==> config.mk <==
export PLATFORM = sky130hd
export DESIGN_NAME = bcd_down_counter
export DESIGN_NICKNAME = d
export VERILOG_FILES = /design/src/rtl/bcd_pkg.sv /design/src/rtl/bcd_down_digit.sv /design/src/rtl/bcd_down_counter.sv
export SDC_FILE = /design/constraint.sdc
export NUM_CORES = 1
export LEC_CHECK = 0
export CORE_MARGIN = 2
export CORE_UTILIZATION = 40
export CTS_CLUSTER_DIAMETER = 150
export DETAILED_ROUTE_END_ITERATION = 6
export PLACE_DENSITY = 0.82
export SLEW_MARGIN = 20
export SYNTH_ARGS = -nofsm -noshare
export SYNTH_HDL_FRONTEND = slang
export SYNTH_SLANG_ARGS = --single-unit
==> constraint.sdc <==
create_clock -name clk -period 2.5 [get_ports clk]
set_input_delay 0.5 -clock clk [delete_from_list [all_inputs] [get_ports clk]]
set_output_delay 0.5 -clock clk [all_outputs]
set_load 0.02 [all_outputs]
==> src/rtl/bcd_pkg.sv <==
// bcd_pkg: shared BCD widths, counter FSM state type and digit check
package bcd_pkg;
  localparam int BCD_W = 4;
  localparam logic [BCD_W-1:0] BCD_MAX = 4'd9;
  typedef enum logic [1:0] {IDLE, RUN, PAUSE, DONE} state_t;
  function automatic logic bcd_valid(input logic [BCD_W-1:0] d);
    return d <= BCD_MAX;
  endfunction
endpackage

==> src/rtl/bcd_down_digit.sv <==
// bcd_down_digit: one loadable BCD digit decrementing on borrow-in
module bcd_down_digit
  import bcd_pkg::*;
(
  input  logic             clk,
  input  logic             rst,
  input  logic             ld,
  input  logic [BCD_W-1:0] d,
  input  logic             bin,
  output logic [BCD_W-1:0] q,
  output logic             bout
);
  assign bout = bin & (q == '0);
  // load wins over decrement; 0 wraps to 9 and borrows from the next digit
  always_ff @(posedge clk or posedge rst)
    if (rst) q <= '0;
    else if (ld) q <= d;
    else if (bin) q <= (q == '0) ? BCD_MAX : q - 1'b1;
endmodule

==> src/rtl/bcd_down_counter.sv <==
// bcd_down_counter: loadable multi-digit BCD countdown with borrow pulse (option: BCD_DOWN_AUTORELOAD_EN)
module bcd_down_counter
  import bcd_pkg::*;
#(
  parameter int DIGITS = 4
) (
  input  logic                    clk,
  input  logic                    rst,
  input  logic                    load,
  input  logic [BCD_W*DIGITS-1:0] din,
  input  logic                    start,
  input  logic                    pause,
  input  logic                    dec,
  output logic [BCD_W*DIGITS-1:0] q,
  output logic                    bout,
  output logic                    zero,
  output logic                    busy,
  output logic                    err
);
  localparam int W = BCD_W * DIGITS;
  state_t st;
  logic din_ok, acc, cnt, term, rl, ld;
  logic [W-1:0] ld_val;
  logic [DIGITS:0] b;
  // a preset is accepted only if every digit is a legal BCD value
  always_comb begin
    din_ok = 1'b1;
    for (int i = 0; i < DIGITS; i++) din_ok = din_ok & bcd_valid(din[BCD_W*i +: BCD_W]);
  end
  assign acc  = load & din_ok;
  assign cnt  = ~load & ~pause & dec & (st == RUN);
  assign term = cnt & (q == W'(1));
`ifdef BCD_DOWN_AUTORELOAD_EN
  logic [W-1:0] rld;
  // reload register captures every accepted preset
  always_ff @(posedge clk or posedge rst)
    if (rst) rld <= '0;
    else if (acc) rld <= din;
  assign rl     = term & (rld != '0);
  assign ld_val = acc ? din : rl ? rld : '0;
`else
  assign rl     = 1'b0;
  assign ld_val = acc ? din : '0;
`endif
  // a borrow out of the top digit would be an underflow; it forces a clear instead
  assign ld   = acc | rl | b[DIGITS];
  assign b[0] = cnt;
  for (genvar j = 0; j < DIGITS; j++) begin : g_dig
    bcd_down_digit u_dig (
      .clk (clk),
      .rst (rst),
      .ld  (ld),
      .d   (ld_val[BCD_W*j +: BCD_W]),
      .bin (b[j]),
      .q   (q[BCD_W*j +: BCD_W]),
      .bout(b[j+1])
    );
  end
  assign zero = (q == '0);
  assign busy = (st == RUN) | (st == PAUSE);
  // state and one-cycle pulses; load outranks pause, start and dec
  always_ff @(posedge clk or posedge rst)
    if (rst) begin
      st   <= IDLE;
      bout <= 1'b0;
      err  <= 1'b0;
    end else begin
      err  <= load & ~din_ok;
      bout <= term;
      st   <= acc ? IDLE
            : load ? st
            : (st == RUN) ? (pause ? PAUSE : (term & ~rl) ? DONE : RUN)
            : (st == PAUSE) ? (pause ? PAUSE : RUN)
            : (st == IDLE && start) ? (zero ? DONE : RUN)
            : st;
    end
endmodule
# Word-level counts from Yosys, hierarchy flattened
# Index checks and enable logic that the tools add are counted.
[classes]
n_addsub = 4
multipliers = 0
n_div = 0
magnitude_cmp = 4
eq_ne = 4
n_shift = 0
n_mux = 22
bitwise_logic = 18
n_reduce_logical = 13
[op_table]
columns = ["op", "count"]
rows = [
  ["4-bit two-way mux", 12],
  ["2-bit two-way mux", 9],
  ["16-bit by 1-bit == test with 1-bit output, second input constant", 1],
  ["4-bit <= comparator, second input constant", 4],
  ["16-bit logical NOT", 1],
  ["4-bit logical NOT", 4],
  ["16-bit two-way mux", 1],
  ["4-bit by 1-bit subtractor with 4-bit output, second input constant", 4],
  ["1-bit AND", 13],
  ["2-bit nonzero test", 4],
  ["4-bit nonzero test", 1],
  ["1-bit inverter", 3],
  ["2-bit by 1-bit == test with 1-bit output, second input constant", 1],
  ["2-bit == test, second input constant", 1],
  ["2-bit logical NOT", 1],
  ["2-bit by 1-bit != test with 1-bit output, second input constant", 1],
  ["1-bit bitwise OR", 2],
  ["2-bit AND reduction", 1],
  ["1-bit logical AND", 1],
]
[word_totals]
reg_bits = 20
latchBits = 0
ram_bits = 0
romBits = 0
in_bits = 22
output_inout_bits = 20
word_cells = 72
memories = 0

# Logic depth before layout (Yosys ltp)
# Gate-level depths: netlist (run 1).
[logic_depth]
depth_word = 10
depth_mapped = 7
depth_no_buf = 6

# By module
# A second synthesis (run 1) with hierarchy kept.
[hier_totals]
cells_unflattened = 149
hier_area_um2 = 1372.6
[by_module_without_submodules]
columns = ["mod", "n_inst", "cells_each", "area_each_um2", "seq_area_each_um2"]
rows = [
  ["bcd_down_digit", 4, 23, 226.5, 100.1],
  ["bcd_down_counter", 1, 57, 466.7, 100.1],
]

# Worst setup path before layout (run 1)
# No wires, ideal clock.
[synth_path]
path_type = "reg2reg"
from = "reg g_dig[0].u_dig.q[3]"
to = "reg g_dig[1].u_dig.q[1]"
setup_time_ns = 0.125
t_arrival_ns = 1.958
required_ns = 2.375
setup_slack_ns = 0.417
path_stages_with_launch = 5
path_buffers = 0
period_less_slack_ns = 2.083
path_cell_list = "dfrtp_1 > or4_4 > or3_4 > mux2_4 > mux2_4"
[synth_via]
elab_chain_len = 7
word_cells_on_any_way = 8
classes_between = "mux (1); bitwise (5); reduce/logical (2)"
[synth_lines]
columns = ["item", "line", "text"]
rows = [
  ["from (decl)", "bcd_down_digit.sv:10", "output logic [BCD_W-1:0] q,"],
  ["from (signal assigned)", "bcd_down_digit.sv:18", "else if (bin) q <= (q == '0) ? BCD_MAX : q - 1'b1;"],
  ["4-bit logical NOT *", "bcd_down_digit.sv:13", "assign bout = bin & (q == '0);"],
  ["1-bit AND *", "bcd_down_digit.sv:13", ""],
  ["1-bit AND (3 in series)", "bcd_down_digit.sv:13", ""],
  ["1-bit bitwise OR", "bcd_down_counter.sv:46", "assign ld = acc | rl | b[DIGITS];"],
  ["4-bit two-way mux / 2-bit nonzero test (equally long branches)", "n/a", ""],
  ["to (signal assigned)", "bcd_down_digit.sv:18", ""],
  ["to (decl)", "bcd_down_digit.sv:10", ""],
]
# Every way passes the cells marked *; elsewhere a longest branch is shown, timed or not.
# A chain may end at the register's enable or synchronous reset.

# Worst setup path in the final report (run 1)
[layout_path]
from = "reg g_dig[1].u_dig.q[2]"
to = "out zero"
[layout_via]
elab_chain_len = 1
[layout_lines]
columns = ["item", "line", "text"]
rows = [
  ["16-bit logical NOT", "bcd_down_counter.sv:59", "assign zero = (q == '0);"],
  ["to (decl)", "bcd_down_counter.sv:16", "output logic zero,"],
]
# Every way passes these cells.

==> flow_summary.ini, run 1 <==
[status]
outcome = complete, no violations

[place]
place_area_sq_um = 1820
gp_congestion = 0.910
place_worst_setup_slack_ns = -0.00162
hpwlAfterDp_mm = 2.66
io_buffers = 41
place_inst = 227

[timing]
setup_violations = 0
skew_ns = 0.00591
setup_tns_ns = 0
fin_hold_ws_ns = 0.577
setup_ws_ns = 0.201
rsz0062_at_grt = no
worst_pin_slew_ns = 0.777
relSlewSlack = 0.482
drv_slew = 0
hold_violations = 0
max_freq_mhz = 435
period_minus_slack_ns = 2.30
final.period_utilization = 0.919

[setup_path]
path_buf_inv = 1
slowest_stage = dfrtp_1
start_kind = flop
path_max_fanout = 6
required_ns = 2.00
cpLargestDelayFamily = simple AND/OR/NAND/NOR gates
path_cells = nor4_2 > and4_1 > dlygate4sd2_1
arrival_ns = 1.80
worstSetupPathType = reg2out
max_stage_delay_ns = 0.46
end_kind = output port

[floorplan]
core_sq_um = 3080
rows = 20
die_area_sq_um = 3720
die_x_um = 61.0
die_h_um = 61.0
initial_core_util = 0.422
boundaryPins = 42

[yosys]
synthTopCellsByArea = dfrtp_1 39%, mux2_2 7.8%, o21ai_0 4.6%
avgSynthCellArea_sq_um = 9.61
synth_seq_cells = 20
synth_edf_count = 0
netlist_area_sq_um = 1300
synth_cells = 135
synth.area.mux_share = 0.124
async_flop_share = 1.00
synth_nets = 160
synthXorXnorAreaFrac = 0.00675
synth_ff_type = dfrtp_1
synth_compound_area_frac = 0.150
yosys_warnings = 0
synth_top_cells_by_count = 20 x dfrtp_1, 12 x nor2_1, 12 x o21ai_0
synth_top_area_share = 0.386
yosys.area_share.simple = 0.263
synth_top_area_cell = dfrtp_1
synth.most_common_cell = dfrtp_1
synth_top_family_by_area = simple AND/OR/NAND/NOR gates
synthAdderAreaFrac = 0.0289
yosysSeqAreaShare = 0.386
synth_cell_type_count = 40

[finish]
fin_cells = 231
num_antenna_cells = 0
num-fill-cells = 268
final_core_util = 0.608
drive_gt1_frac = 0.182
fin_nets = 213
seq_area_sq_um = 500
multi_input_area_sq_um = 757
finish.instance_area_sq_um = 1870
syn_to_final_growth_pct = 44.2

[detailed_routing]
drc_errors = 0
num_vias = 1326
drt-pass1-iter-count = 4
viasPerCell = 5.74
drtAntennaViolNets = 0
drt_first_iter_violations = 51
avgRoutedWirePerCell_um = 15.3
finalWirelength_mm = 3.53

[power_and_ir_drop]
pwr-share-comb = 0.518
seq_power_share = 0.366
p_switching_mw = 0.694
p_total_mw = 1.66
leakage_nw = 0.784
p_clk_frac = 0.115
ir_drop_mv = 0.412
intPower_mw = 0.963
swShare = 0.419
p_per_area_nw_per_um2 = 886

[global_route]
grt_pass1_wl_mm = 5.57
first_global_vias = 1239
antenna_found_initial = 0
grt_overflow = 0
grt.total_usage = 0.202
grt_max_degree = 21

[job]
drv_cap = 0

[clock_tree]
insertion_delay_ns = 0.30
cts.path.max_buffers = 2
cts_buffers = 3
htree_levels = 1
clkSlewWorstSetupHoldPaths_ns = 0.11
cts_root_buffer = clkbuf_4
cts_hold_buf = 0
cts_sinks = 20
cts_tree = built

[min_path]
hp-class = reg2reg
==> cell type report <==
cell class              count  share of cell area
multi-input cells         102               0.405
repair buffers             51               0.259
well taps                  44              0.0294
flip-flops and latches     20               0.268
inverters                  10              0.0201
clock buffers               4              0.0194
==> flip-flops by register name, indices dropped and copies added (netlist names) <==
name,flops
bout,1
err,1
g_dig.u_dig.q,16
st,2
==> placed cells by master (no fill, tap or decap), types with 4 or more instances in the layout <==
cell type         n
buf_4            10
dfrtp_1          20
nand4_1           7
nor3_1            8
clkdlybuf4s50_1  40
o21ai_0          12
nor2_1           12
mux2_2            9
inv_1            10
or3_1             4
==> cell families (layout without fill, tap and decap cells) <==
kind of cell	after synthesis	count (layout)
buffers and inverters	13	65
AND/OR/NAND/NOR	54	54
AO/OA/AOI/OAI	30	30
flip-flops	20	20
XOR/XNOR	1	1
adder cells (fa/ha/maj)	3	3
multiplexers	14	14
==> power by group through the flow <==
stage | sequential (mW) | combinational, mW | clock (mW)
finish | 0.607 | 0.859 | 0.191
global route | 0.630 | 0.934 | 0.209
CTS | 0.603 | 0.862 | 0.197
detailed placement | 0.603 | 0.854 | 0
global placement | 0.593 | 0.834 | 0
floorplan | 0.697 | 0.374 | 0
==> per-layer routing <==
metal / GRT usage / wire [um] / up-vias
li1: - / - / 617
met1: 0.265 / 1530 / 639
met2: 0.344 / 1740 / 64
met3: 0.0384 / 202 / 6
met4: 0.0466 / 54 / 0
met5: 0 / 0 / -
==> repair_timing <==
action	CTS	global route
setup buffers	0	0
setup endpoints to repair	1	0
gates resized for setup	3	0
==> worst min-delay path: cells and delay by family (launching register included) <==
family           cells  cell delay (ns)
flip-flops           1             0.39
AO/OA/AOI/OAI        1             0.08
AND/OR/NAND/NOR      1             0.08
==> path summary, 6_finish.rpt <==
kind	slack [ns]	startpoint	end	depth (start not counted)
worst max-delay path	0.20	g_dig[1].u_dig.q[2]	zero	3
worst min-delay path	0.58	st[0]	st[0]	2
worst max register to register	0.33	st[1]	g_dig[3].u_dig.q[2]	7
worst min register to register	0.58	st[0]	st[0]	2
max in group asynchronous	1.39	rst	g_dig[2].u_dig.q[3]	2
min in group asynchronous	0.63	rst	g_dig[3].u_dig.q[2]	2
Power figures use the tool's default switching activity.
==> run 2: changes to the inputs <==
Settings changed: CAP_MARGIN set to 20, GPL_ROUTABILITY_DRIVEN set to 0.
Clock period 2.5 ns to 2.4 ns, I/O delays scaled along.
==> run 2 against run 1 <==
  * Die area unchanged
  * First-iteration DRC count up 43%
  * Sequential power up 4.9%
  * Worst hold slack better by 0.012 ns
  * Critical path depth unchanged
==> flow_summary.ini, run 2 (synthesis gave the netlist of run 1 again) <==
[floorplan]
core_sq_um = 3080
rows = 20
initial_core_util = 0.422
die_area_sq_um = 3720
die_h_um = 61.0
die_x_um = 61.0
boundaryPins = 42

[finish]
multi_input_area_sq_um = 757
final_common_cell = clkdlybuf4s50_1
final_cell_mix = 40 x clkdlybuf4s50_1, 19 x dfrtp_1, 12 x o21ai_0, 12 x nor2_1, 12 x buf_4
fin_nets = 215
largest_reg_flops = 16
fin_cells = 233
top_register = g_dig.u_dig.q
syn_to_final_growth_pct = 46.7
drive_gt1_frac = 0.196
final_core_util = 0.618
seq_area_sq_um = 502
num-fill-cells = 278
reg_top3 = g_dig.u_dig.q (16), st (2)
num_antenna_cells = 0

[timing]
drv_slew = 0
period_minus_slack_ns = 2.26
max_freq_mhz = 443
rsz0062_at_grt = no
relSlewSlack = 0.487
skew_ns = 0.00689
setup_tns_ns = 0
worst_pin_slew_ns = 0.768
setup_violations = 0
setup_ws_ns = 0.141
final.period_utilization = 0.941
hold_violations = 0

[status]
outcome = complete, no violations

[detailed_routing]
drt-pass1-iter-count = 5
wl_met3_um = 282
wl_met1_mm = 1.56
viasPerCell = 5.76
drc_errors = 0
wl_met2_mm = 1.80
num_vias = 1341
avgRoutedWirePerCell_um = 15.9
maxUsedRoutingLayer = met4
finalWirelength_mm = 3.70
drt_first_iter_violations = 73
drtAntennaViolNets = 0

[setup_path]
endpoint = zero
required_ns = 1.92
start_kind = flop
r2r_slack_ns = 0.31
end_kind = output port
r2r-start = g_dig[0].u_dig.q[3]
worstSetupPathType = reg2out
r2r-end = g_dig[1].u_dig.q[1]
path_max_fanout = 8
cp-startpoint = g_dig[0].u_dig.q[3]
r2r.worst_path.cells = 4
arrival_ns = 1.78

[power_and_ir_drop]
p_total_mw = 1.83
ir_drop_mv = 0.420
leakage_nw = 0.799
p_per_area_nw_per_um2 = 963

[clock_tree]
cts_sinks = 20
post_cts_buffers = 0
cts_buffers = 3
cts.path.max_buffers = 2
cts_root_buffer = clkbuf_4
clkSlewWorstSetupHoldPaths_ns = 0.13
htree_levels = 1
cts_hold_buf = 0
insertion_delay_ns = 0.31
ctsResizeCount = 4
cts_tree = built

[place]
place_inst = 229
io_buffers = 41
hpwlAfterDp_mm = 2.86
place_worst_setup_slack_ns = 0.0650

[global_route]
grt_pass1_wl_mm = 5.98
first_global_vias = 1353
antenna_found_initial = 0
grt.total_usage = 0.218
grt_overflow = 0
grt_max_degree = 21

[job]
drv_cap = 0

[min_path]
hp-class = in2async
==> run 2: cell types whose count changed in the layout (fill, tap and decap cells not counted) <==
cell,before,now
buf_4,10,12
bufinv_16,0,1
clkbuf_8,1,0
dfrtp_1,20,19
dfrtp_2,0,1
==> run 2: area by class of cell <==
| cell class | count | share of cell area |
|---|---|---|
| tap | 44 | 0.0289 |
| timing repair buffer | 53 | 0.262 |
| multi-input combinational | 102 | 0.398 |
| inverter | 10 | 0.0197 |
| sequential | 20 | 0.264 |
| clock inverter | 1 | 0.0158 |
| clock buffer | 3 | 0.0118 |
==> run 2: per-stage QoR <==
stage / instance area, sq um / hold WS, ns
detailed placement: 1840 / 0.582
global placement: 1840 / 0.551
floorplan: 1300 / 0.444
global route: 1900 / 0.666
finish: 1900 / 0.589
CTS: 1900 / 0.610
==> run 2: worst min-delay path by stage <==
stage	cells past startpoint	end	from	slack [ns]
2_1_floorplan	1	bout	rst	0.44
3_3_place_gp	2	st[0]	st[0]	0.55
3_5_place_dp	2	st[0]	st[0]	0.58
4_1_cts	2	st[0]	st[0]	0.61
5_1_grt	2	g_dig[2].u_dig.q[2]	rst	0.67
6_report	2	g_dig[1].u_dig.q[2]	rst	0.59
==> run 2: where the power goes <==
part / switching (mW) / internal [mW] / leakage [nW] / total (mW)
logic: 0.443 / 0.468 / 0.533 / 0.911
clock network: 0.117 / 0.169 / 0.0279 / 0.286
registers: 0.188 / 0.449 / 0.238 / 0.637
total: 0.748 / 1.09 / 0.799 / 1.83
==> run 2: worst max-delay path, stage by stage (launching register included) <==
cell	delay, ns
dfrtp_1	0.49
nor4_4	0.34
and4_1	0.28
dlygate4sd2_1	0.35
==> run 2: per-layer routing <==
| layer | track usage | vias up |
|---|---|---|
| met2 | 0.355 | 72 |
| met4 | 0.0714 | 0 |
| li1 | - | 618 |
| met3 | 0.0405 | 10 |
| met1 | 0.292 | 641 |
| met5 | 0 | - |
